### src/rtl/mycpu_pkg.sv
// Shared encodings for the MEM-side pipeline stages.
// Load operation codes and the MEM wait-stage state machine.
package mycpu_pkg;

    localparam logic [2:0] LD_NONE = 3'd0;
    localparam logic [2:0] LD_B    = 3'd1;
    localparam logic [2:0] LD_BU   = 3'd2;
    localparam logic [2:0] LD_H    = 3'd3;
    localparam logic [2:0] LD_HU   = 3'd4;
    localparam logic [2:0] LD_W    = 3'd5;
    localparam logic [2:0] LD_WU   = 3'd6;
    localparam logic [2:0] LD_D    = 3'd7;

    typedef enum logic [2:0] {
        S_IDLE,
        S_RUN,
        S_WAIT,
        S_HOLD,
        S_DRAIN
    } mem_state_e;

endpackage

### src/rtl/load_align.sv
// Load data alignment: shift by the byte offset, then
// sign- or zero-extend according to the load op.
module load_align
    import mycpu_pkg::*;
#(
    parameter int DATA_W = 32,
    localparam int OFF_W = (DATA_W == 64) ? 3 : 2
) (
    input  logic [2:0]        ld_op,
    input  logic [OFF_W-1:0]  off,
    input  logic [DATA_W-1:0] raw,
    output logic [DATA_W-1:0] ld_data
);

    logic [DATA_W-1:0] sh;

    function automatic logic [DATA_W-1:0] sx(
        input logic [DATA_W-1:0] v,
        input int n
    );
        return $signed(v << (DATA_W - n)) >>> (DATA_W - n);
    endfunction

    function automatic logic [DATA_W-1:0] zx(
        input logic [DATA_W-1:0] v,
        input int n
    );
        return (v << (DATA_W - n)) >> (DATA_W - n);
    endfunction

    assign sh = raw >> {off, 3'b000};

    always_comb begin
        ld_data = sh;
        case (ld_op)
            LD_B:    ld_data = sx(sh, 8);
            LD_BU:   ld_data = zx(sh, 8);
            LD_H:    ld_data = sx(sh, 16);
            LD_HU:   ld_data = zx(sh, 16);
            LD_W:    ld_data = sx(sh, 32);
            LD_WU:   ld_data = zx(sh, 32);
            default: ld_data = sh;
        endcase
    end

endmodule

### src/rtl/mem_wait_stage.sv
// MEM stage that waits for data_ok, buffers load data when WB
// stalls, and drains a response still owed after a flush.
module mem_wait_stage
    import mycpu_pkg::*;
#(
    parameter int DATA_W = 32,
    parameter int PC_W   = 32
) (
    input  logic              clk,
    input  logic              resetn,
    input  logic              ex_to_mem_valid,
    output logic              mem_allowin,
    input  logic              ex_rf_we,
    input  logic [4:0]        ex_rf_waddr,
    input  logic [PC_W-1:0]   ex_pc,
    input  logic [DATA_W-1:0] ex_alu_result,
    input  logic [2:0]        ex_ld_op,
    input  logic              ex_req_sent,
    input  logic              mem_flush,
    input  logic              data_sram_data_ok,
    input  logic [DATA_W-1:0] data_sram_rdata,
    input  logic              wb_allowin,
    output logic              mem_to_wb_valid,
    output logic              mem_to_wb_we,
    output logic [4:0]        mem_to_wb_waddr,
    output logic [DATA_W-1:0] mem_to_wb_wdata,
    output logic [PC_W-1:0]   mem_to_wb_pc,
    output logic [DATA_W+6:0] mem_rf_zip
);

    localparam int OFF_W = (DATA_W == 64) ? 3 : 2;

    mem_state_e state, nxt, acc_st;

    logic              r_we;
    logic [4:0]        r_waddr;
    logic [PC_W-1:0]   r_pc;
    logic [DATA_W-1:0] r_alu;
    logic [2:0]        r_op;
    logic [DATA_W-1:0] buf_q;
    logic [DATA_W-1:0] raw;
    logic [DATA_W-1:0] ext;
    logic              accept;
    logic              ok;
    logic              slot_v;
    logic              pend;

    assign ok = data_sram_data_ok;

    assign mem_to_wb_valid = (state == S_RUN)
                           | (state == S_HOLD)
                           | ((state == S_WAIT) & ok);

    assign mem_allowin = (state == S_IDLE)
                       | (mem_to_wb_valid & wb_allowin);

    assign accept = ex_to_mem_valid & mem_allowin & ~mem_flush;
    assign acc_st = ex_req_sent ? S_WAIT : S_RUN;

    always_ff @(posedge clk or negedge resetn) begin
        if (!resetn) state <= S_IDLE;
        else         state <= nxt;
    end

    // data_ok arriving with the flush means nothing is owed any more
    always_comb begin
        nxt = state;
        unique case (state)
            S_IDLE:
                if (accept) nxt = acc_st;
            S_RUN, S_HOLD:
                if (mem_flush)       nxt = S_IDLE;
                else if (wb_allowin) nxt = accept ? acc_st : S_IDLE;
            S_WAIT:
                if (mem_flush)     nxt = ok ? S_IDLE : S_DRAIN;
                else if (ok)       nxt = !wb_allowin ? S_HOLD :
                                         accept ? acc_st : S_IDLE;
            S_DRAIN:
                if (ok) nxt = S_IDLE;
            default: nxt = S_IDLE;
        endcase
    end

    always_ff @(posedge clk or negedge resetn) begin
        if (!resetn) begin
            r_we    <= 1'b0;
            r_waddr <= '0;
            r_pc    <= '0;
            r_alu   <= '0;
            r_op    <= LD_NONE;
            buf_q   <= '0;
        end else begin
            if (accept) begin
                r_we    <= ex_rf_we;
                r_waddr <= ex_rf_waddr;
                r_pc    <= ex_pc;
                r_alu   <= ex_alu_result;
                r_op    <= ex_ld_op;
            end
            if ((state == S_WAIT) & ok & ~wb_allowin & ~mem_flush)
                buf_q <= data_sram_rdata;
        end
    end

    assign raw = (state == S_HOLD) ? buf_q : data_sram_rdata;

    load_align #(.DATA_W(DATA_W)) u_align (
        .ld_op   (r_op),
        .off     (r_alu[OFF_W-1:0]),
        .raw     (raw),
        .ld_data (ext)
    );

    assign mem_to_wb_we    = r_we;
    assign mem_to_wb_waddr = r_waddr;
    assign mem_to_wb_pc    = r_pc;
    assign mem_to_wb_wdata = (r_op != LD_NONE) ? ext : r_alu;

    assign slot_v = (state == S_RUN)
                  | (state == S_WAIT)
                  | (state == S_HOLD);
    assign pend   = (state == S_WAIT) | (state == S_HOLD);

    assign mem_rf_zip = slot_v ?
        {r_we, pend, r_waddr, mem_to_wb_wdata} : '0;

endmodule

### config.mk
export PLATFORM = sky130hd
export DESIGN_NAME = mem_wait_stage
export DESIGN_NICKNAME = d
export VERILOG_FILES = /design/src/rtl/mycpu_pkg.sv /design/src/rtl/load_align.sv /design/src/rtl/mem_wait_stage.sv
export SDC_FILE = /design/constraint.sdc
export NUM_CORES = 1
export LEC_CHECK = 0
export ABC_AREA = 1
export BUFFER_PORTS_ARGS = -buffer_cell sky130_fd_sc_hd__buf_2
export CORE_ASPECT_RATIO = 1.4
export CORE_MARGIN = 5
export CORE_UTILIZATION = 55
export DETAILED_ROUTE_END_ITERATION = 8
export PLACE_DENSITY = 0.95
export SLEW_MARGIN = 40
export SYNTH_ARGS = -nofsm -noshare
export SYNTH_HDL_FRONTEND = slang
export SYNTH_HIERARCHICAL = 1
export SYNTH_SLANG_ARGS = --single-unit
### constraint.sdc
create_clock -name clk -period 5.57 [get_ports clk]
set_input_delay 0 -clock clk [delete_from_list [all_inputs] [get_ports clk]]
set_output_delay 0 -clock clk [all_outputs]
set_load 0.01 [all_outputs]
==> results of run 1 <==
## registers in the layout, summed over array words and instances, names as in the netlist
signal,count
mem_to_wb_pc,32
r_alu,32
mem_to_wb_waddr,5
r_op,3
state,3
buf_q,32
mem_to_wb_we,1
## final timing paths
check | from | to | slack (ps) | depth (start not counted)
worst max-delay path | state[0] | state[0] | 2130 | 12
worst min-delay path | ex_req_sent | state[1] | 70 | 5
worst max register to register | state[0] | state[0] | 2130 | 12
worst min register to register | buf_q[2] | buf_q[2] | 490 | 2
max in group asynchronous | resetn | r_alu[0] | 4310 | 3
min in group asynchronous | resetn | r_alu[30] | 160 | 2
## tightest hold or removal path, stage by stage
cell	delay (ps)
buf_2	110
nand3_1	70
nand2_1	70
nand2_1	70
nand2_1	70
## timing repair
| action | 4_1_cts | 5_1_grt |
|---|---|---|
| hold endpoints to repair | 163 | 0 |
| buffers inserted | 0 | 0 |
| hold buffers | 109 | 0 |
## through the flow
step	hold WS [ps]	instance area [um2]	instances	worst slack, ps
2_1_floorplan	-295.6	6536	794	3488
3_3_place_gp	91.43	7591	1124	2665
3_5_place_dp	99.61	7601	1124	2647
4_1_cts	18.46	8994	1249	2252
5_1_grt	82.84	9001	1250	1863
6_report	74.45	9001	1250	2132
## layer usage
layer,up-vias,track usage
met2,345,0.5303
met1,3044,0.3555
li1,3084,-
met4,0,0.2039
met3,117,0.04982
met5,-,0
## power by group through the flow
| stage | clock network [uW] | logic [uW] | registers [uW] |
|---|---|---|---|
| final | 651 | 3430 | 1470 |
| after detailed placement | 0 | 3230 | 1430 |
| after floorplan | 0 | 2180 | 1430 |
| after global routing | 681 | 3730 | 1500 |
| after global placement | 0 | 3140 | 1420 |
| after CTS | 650 | 3310 | 1430 |
## logic make-up after synthesis
group / Yosys count / synth area share
flops: 108 / 0.4135
buf+inv: 175 / 0.1194
mux: 66 / 0.1516
simple gates: 321 / 0.2175
compound gates: 124 / 0.09801
## synth_stat cells, types with 13 or more instances
library cell and instances:
nand2_1 158, inv_1 127, dfrtp_1 108, nor2_1 102
mux2_4 66, o21ai_0 51, a21oi_1 47, nand3_1 29
nand3_2 18, o21ai_1 18, clkbuf_1 17, buf_6 13
## cells in the final DEF (no fill, tap or decap)
cell type,netlist,final
buf_2,7,221
nand2_1,158,156
inv_1,127,126
dlygate4sd3_1,0,109
dfrtp_1,108,107
nor2_1,102,102
mux2_4,66,66
o21ai_0,51,51
a21oi_1,47,47
nand3_1,29,28
nand3_2,18,19
o21ai_1,18,18
clkbuf_16,0,9
a22oi_1,7,7
inv_2,4,5
nand2_2,5,5
nand2_4,2,4
buf_4,4,4
nor3_2,3,3
inv_6,0,3
diode_2,0,1
or3_1,1,1
o31ai_1,1,1
clkinv_4,0,1
inv_8,0,1
clkbuf_8,0,1
clkinv_8,0,1
buf_6,13,1
dfrtp_2,0,1
inv_4,1,1
and2_1,1,1
nor2_2,1,1
nand3_4,1,1
## area by class of cell
class                      count  area [um2]
antenna                        1       2.502
inverter                     132       498.0
fill                         740        2760
timing repair buffer         335        2238
clock buffer                  10       239.0
tap                          147       183.9
sequential                   108        2704
clock inverter                 6       62.56
multi-input combinational    511        3073
==> out/qor.yml, run 1 <==
status: "complete, no violations"
dr_wl_met3_um: 1239
synth.cell_area_mm2: 0.006536
maxUsedRoutingLayer: "met4"
seq_power_share: 0.265
avgSynthCellArea_um2: 8.232
crit_slowest_cell: "buf_4"
core_area_mm2: 0.01176
powerDensity_mw_per_mm2: 616.0
drcViolationCount: 0
ys_warn_count: 6
critPathBufInv: 2
ys_seq_area_frac: 0.4135
avgRoutedWirePerCell_um: 17.61
initial_core_util: 0.5557
antenna_left: 0
final_util: 0.7653
num-nets-final: 1209
synth.net_count: 906
pwr-share-comb: 0.618
track_usage: 0.3128
die_y_um: 139.0
overflow: 0
synth-seq-cells: 108
syn_to_final_growth_pct: 37.71
met1Wirelength_um: 8033
ys.flop_type: "dfrtp_1"
report.power.total_uw: 5545
finalClockSkew_ps: 12.72
fmax_mhz: 290.8
synth_largest_area_cell: "dfrtp_1"
numCtsBuffers: 9
grt_pass1_vias: 6837
cp_common_cell: "nand2_1"
via_per_inst: 5.272
max_stage_delay_ps: 650
via_count: 6590
hold_viol_final: 0
io_pins: 223
internal_power_uw: 2903
path_cells: "nor2_1 > nor2_1 > nand3_1 > nand2_2 > nand2_4 > buf_4 > nand2_1 > nand3_1 > nand2_1 > nand2_1 > nand2_1 > dlygate4sd3_1"
p_leak_uw: 0.005340
drv_cap: 0
clock-sinks: 108
startpoint_type: "register"
post_cts_resized: 0
min_period_over_period: 0.6173
grt_max_degree: 65
clk_latency_ps: 360
min_period_ps: 3438
wirelength_um: 22010
clkPwrFrac: 0.117
hpwl_um: 13860
dieArea_mm2: 0.01420
first_pass_iters: 5
arrival_ps: 3680
clk_path_buf_depth: 2
grt_pass1_wl_um: 34790
rsz0062_at_grt: "false"
critical_path_class: "reg -> reg"
hold_path.class: "in -> reg"
synth_cell_type_count: 26
antenna_found_initial: 1
slew-limit-headroom: 0.4774
ir_drop_v: 0.0004214
drv_slew: 0
synth_edf_count: 0
die_w_um: 102.1
drtIter0Drc: 430
end_kind: "register"
gp_congestion: 1.005
worstPathMaxFanout: 45
sw_frac_of_total: 0.4764
port_buffers: 222
drive_above_1_share: 0.3158
syn_inst: 794
synth.area.top_cells: "dfrtp_1 (41%), mux2_4 (15%), nand2_1 (9.1%)"
wl_met2_um: 11200
async_reset_ff_frac: 1.000
htree_num_levels: 3
setup_viol: 0
worst_slew_pin_slew_ps: 783.2
netSwitchingPower_uw: 2641
clkSlewWorstSetupHoldPaths_ps: 80
rows: 47
yosys.area.top_type_share: 0.4135
crit_family: "simple AND/OR/NAND/NOR gates"
cts-root-buf: "clkbuf_16"
fin_tns_setup_ps: 0
crit_required_ps: 5810
tritoncts: "yes"
Power figures use the tool's default switching activity.
==> inputs of run 2 (changes only) <==
Settings changed: CORE_UTILIZATION 55 to 51, PLACE_DENSITY 0.95 to 0.9.
Clock period 5.57 ns to 3.3 ns, I/O delays scaled along.
==> out/qor.yml, run 2 (same netlist as run 1, synthesis figures left out) <==
layout_commonest_cell: "buf_2"
core_area_mm2: 0.01269
clkSlewWorstSetupHoldPaths_ps: 90
finalClockSkew_ps: 10.39
max_stage_delay_ps: 410
fin_tns_setup_ps: 0
internal_power_uw: 4883
drcViolationCount: 0
htree_num_levels: 3
tritoncts: "yes"
via_per_inst: 5.191
clk_path_buf_depth: 2
violations: "hold timing"
arrival_ps: 2970
cp_common_cell: "nand2_1"
report.power.total_uw: 9323
hpwl_um: 13590
numCtsBuffers: 9
crit_required_ps: 3300
clkPwrFrac: 0.117
initial_core_util: 0.5150
setup_viol: 0
die_y_um: 144.0
drive_above_1_share: 0.3173
min_period_ps: 2975
pre_cts_slack_ps: 825.7
hold_path.class: "in -> reg"
startpoint_type: "register"
timing.final.ws_setup_ps: 325.3
slew-limit-headroom: 0.5357
final_cells: 1257
rows: 49
grt_max_degree: 109
numPlacedInstances: 1133
sw_frac_of_total: 0.4762
grt_pass1_wl_um: 33800
cts_setup_buffers: 0
p_leak_uw: 0.005343
ir_drop_v: 0.0007135
powerDensity_mw_per_mm2: 1034
wirelength_um: 21320
critical_path_class: "reg -> out"
antenna_left: 0
io_pins: 223
dieArea_mm2: 0.01521
status: "finished, violations left"
whs_ps: -1.648
pwr-share-comb: 0.618
drv_cap: 0
path_cells: "inv_2 > nand3_2 > buf_4 > nor2_1 > a21oi_1 > nand2_1 > nand3_2 > nand3_4 > nand2_1 > inv_1 > nand2_1 > o21ai_0 > nor2_1 > buf_2"
rsz0062_at_grt: "false"
gp_congestion: 0.9366
drv_slew: 0
clock-sinks: 108
track_usage: 0.2799
first_pass_iters: 5
hold_viol_final: 1
netSwitchingPower_uw: 4439
via_count: 6525
min_period_over_period: 0.9014
cts-root-buf: "clkbuf_16"
fmax_mhz: 336.2
port_buffers: 222
overflow: 0
clk_latency_ps: 360
die_w_um: 105.7
antenna_found_initial: 1
crit_slowest_cell: "dfrtp_1"
final_cell_mix: "buf_2 (221), nand2_1 (156), inv_1 (126), dfrtp_1 (108), dlygate4sd3_1 (107)"
end_kind: "output pin"
avgRoutedWirePerCell_um: 16.96
num-nets-final: 1210
syn_to_final_growth_pct: 37.88
seq_power_share: 0.265
worst_slew_pin_slew_ps: 695.5
drtIter0Drc: 536
grt_pass1_vias: 6886
worstPathMaxFanout: 40
## run 2: worst max-delay path, delay by kind of cell, from the launching register on
kind | cells | cell delay [ps]
AND/OR/NAND/NOR | 8 | 1160
buffers and inverters | 4 | 670
flip-flops | 1 | 410
AO/OA/AOI/OAI | 2 | 340
## run 2: repair_timing
item	in CTS	in global routing
hold endpoints to repair	214	0
gates resized for setup	0	0
hold buffers	107	0
## run 2: path summary, 6_finish.rpt
| check | start | end | slack (ps) | cells after the start |
|---|---|---|---|---|
| setup reg to reg | state[0] | r_alu[21] | 1230 | 7 |
| hold / removal | data_sram_rdata[7] | buf_q[7] | -2 | 3 |
| hold reg to reg | buf_q[9] | buf_q[9] | 490 | 2 |
| setup / recovery | state[2] | mem_rf_zip[11] | 330 | 14 |
| min in group asynchronous | resetn | r_alu[20] | 240 | 3 |
| max in group asynchronous | resetn | r_op[0] | 2590 | 3 |
## run 2: metrics by stage
stage / utilization / cell area, um2 / hold slack, ps
5_1_grt: 0.7101 / 9012 / 21.48
4_1_cts: 0.7099 / 9010 / 0.8853
2_1_floorplan: - / 6536 / -295.6
6_report: 0.7101 / 9012 / -1.648
3_5_place_dp: 0.6029 / 7651 / 127.2
3_3_place_gp: 0.6025 / 7646 / 115.0
## run 2: area by class of cell
cell class | count | area, um2
Sequential cell | 108 | 2703
Multi-Input combinational cell | 511 | 3068
Fill cell | 885 | 3679
Inverter | 132 | 498.0
Clock buffer | 9 | 225.2
Clock inverter | 7 | 62.56
Tap cell | 153 | 191.4
Timing Repair Buffer | 336 | 2262
Antenna cell | 1 | 2.502
## run 2: per-layer routing
metal  routed length [um]  up-vias  global-route usage
li1                     -     3091                   -
met5                    0        -                   0
met4                 1370        0              0.1814
met2                10820      302              0.4950
met1                 7965     3030              0.3141
met3                 1165      102             0.04270
## run 2: power groups by stage
| stage | Combinational, uW | Clock, uW | Sequential [uW] |
|---|---|---|---|
| 6_report | 5760 | 1090 | 2470 |
| 4_1_cts | 5590 | 1090 | 2420 |
| 3_5_place_dp | 5470 | 0 | 2420 |
| 5_1_grt | 6320 | 1150 | 2550 |
| 2_1_floorplan | 3680 | 0 | 2410 |
| 3_3_place_gp | 5330 | 0 | 2400 |
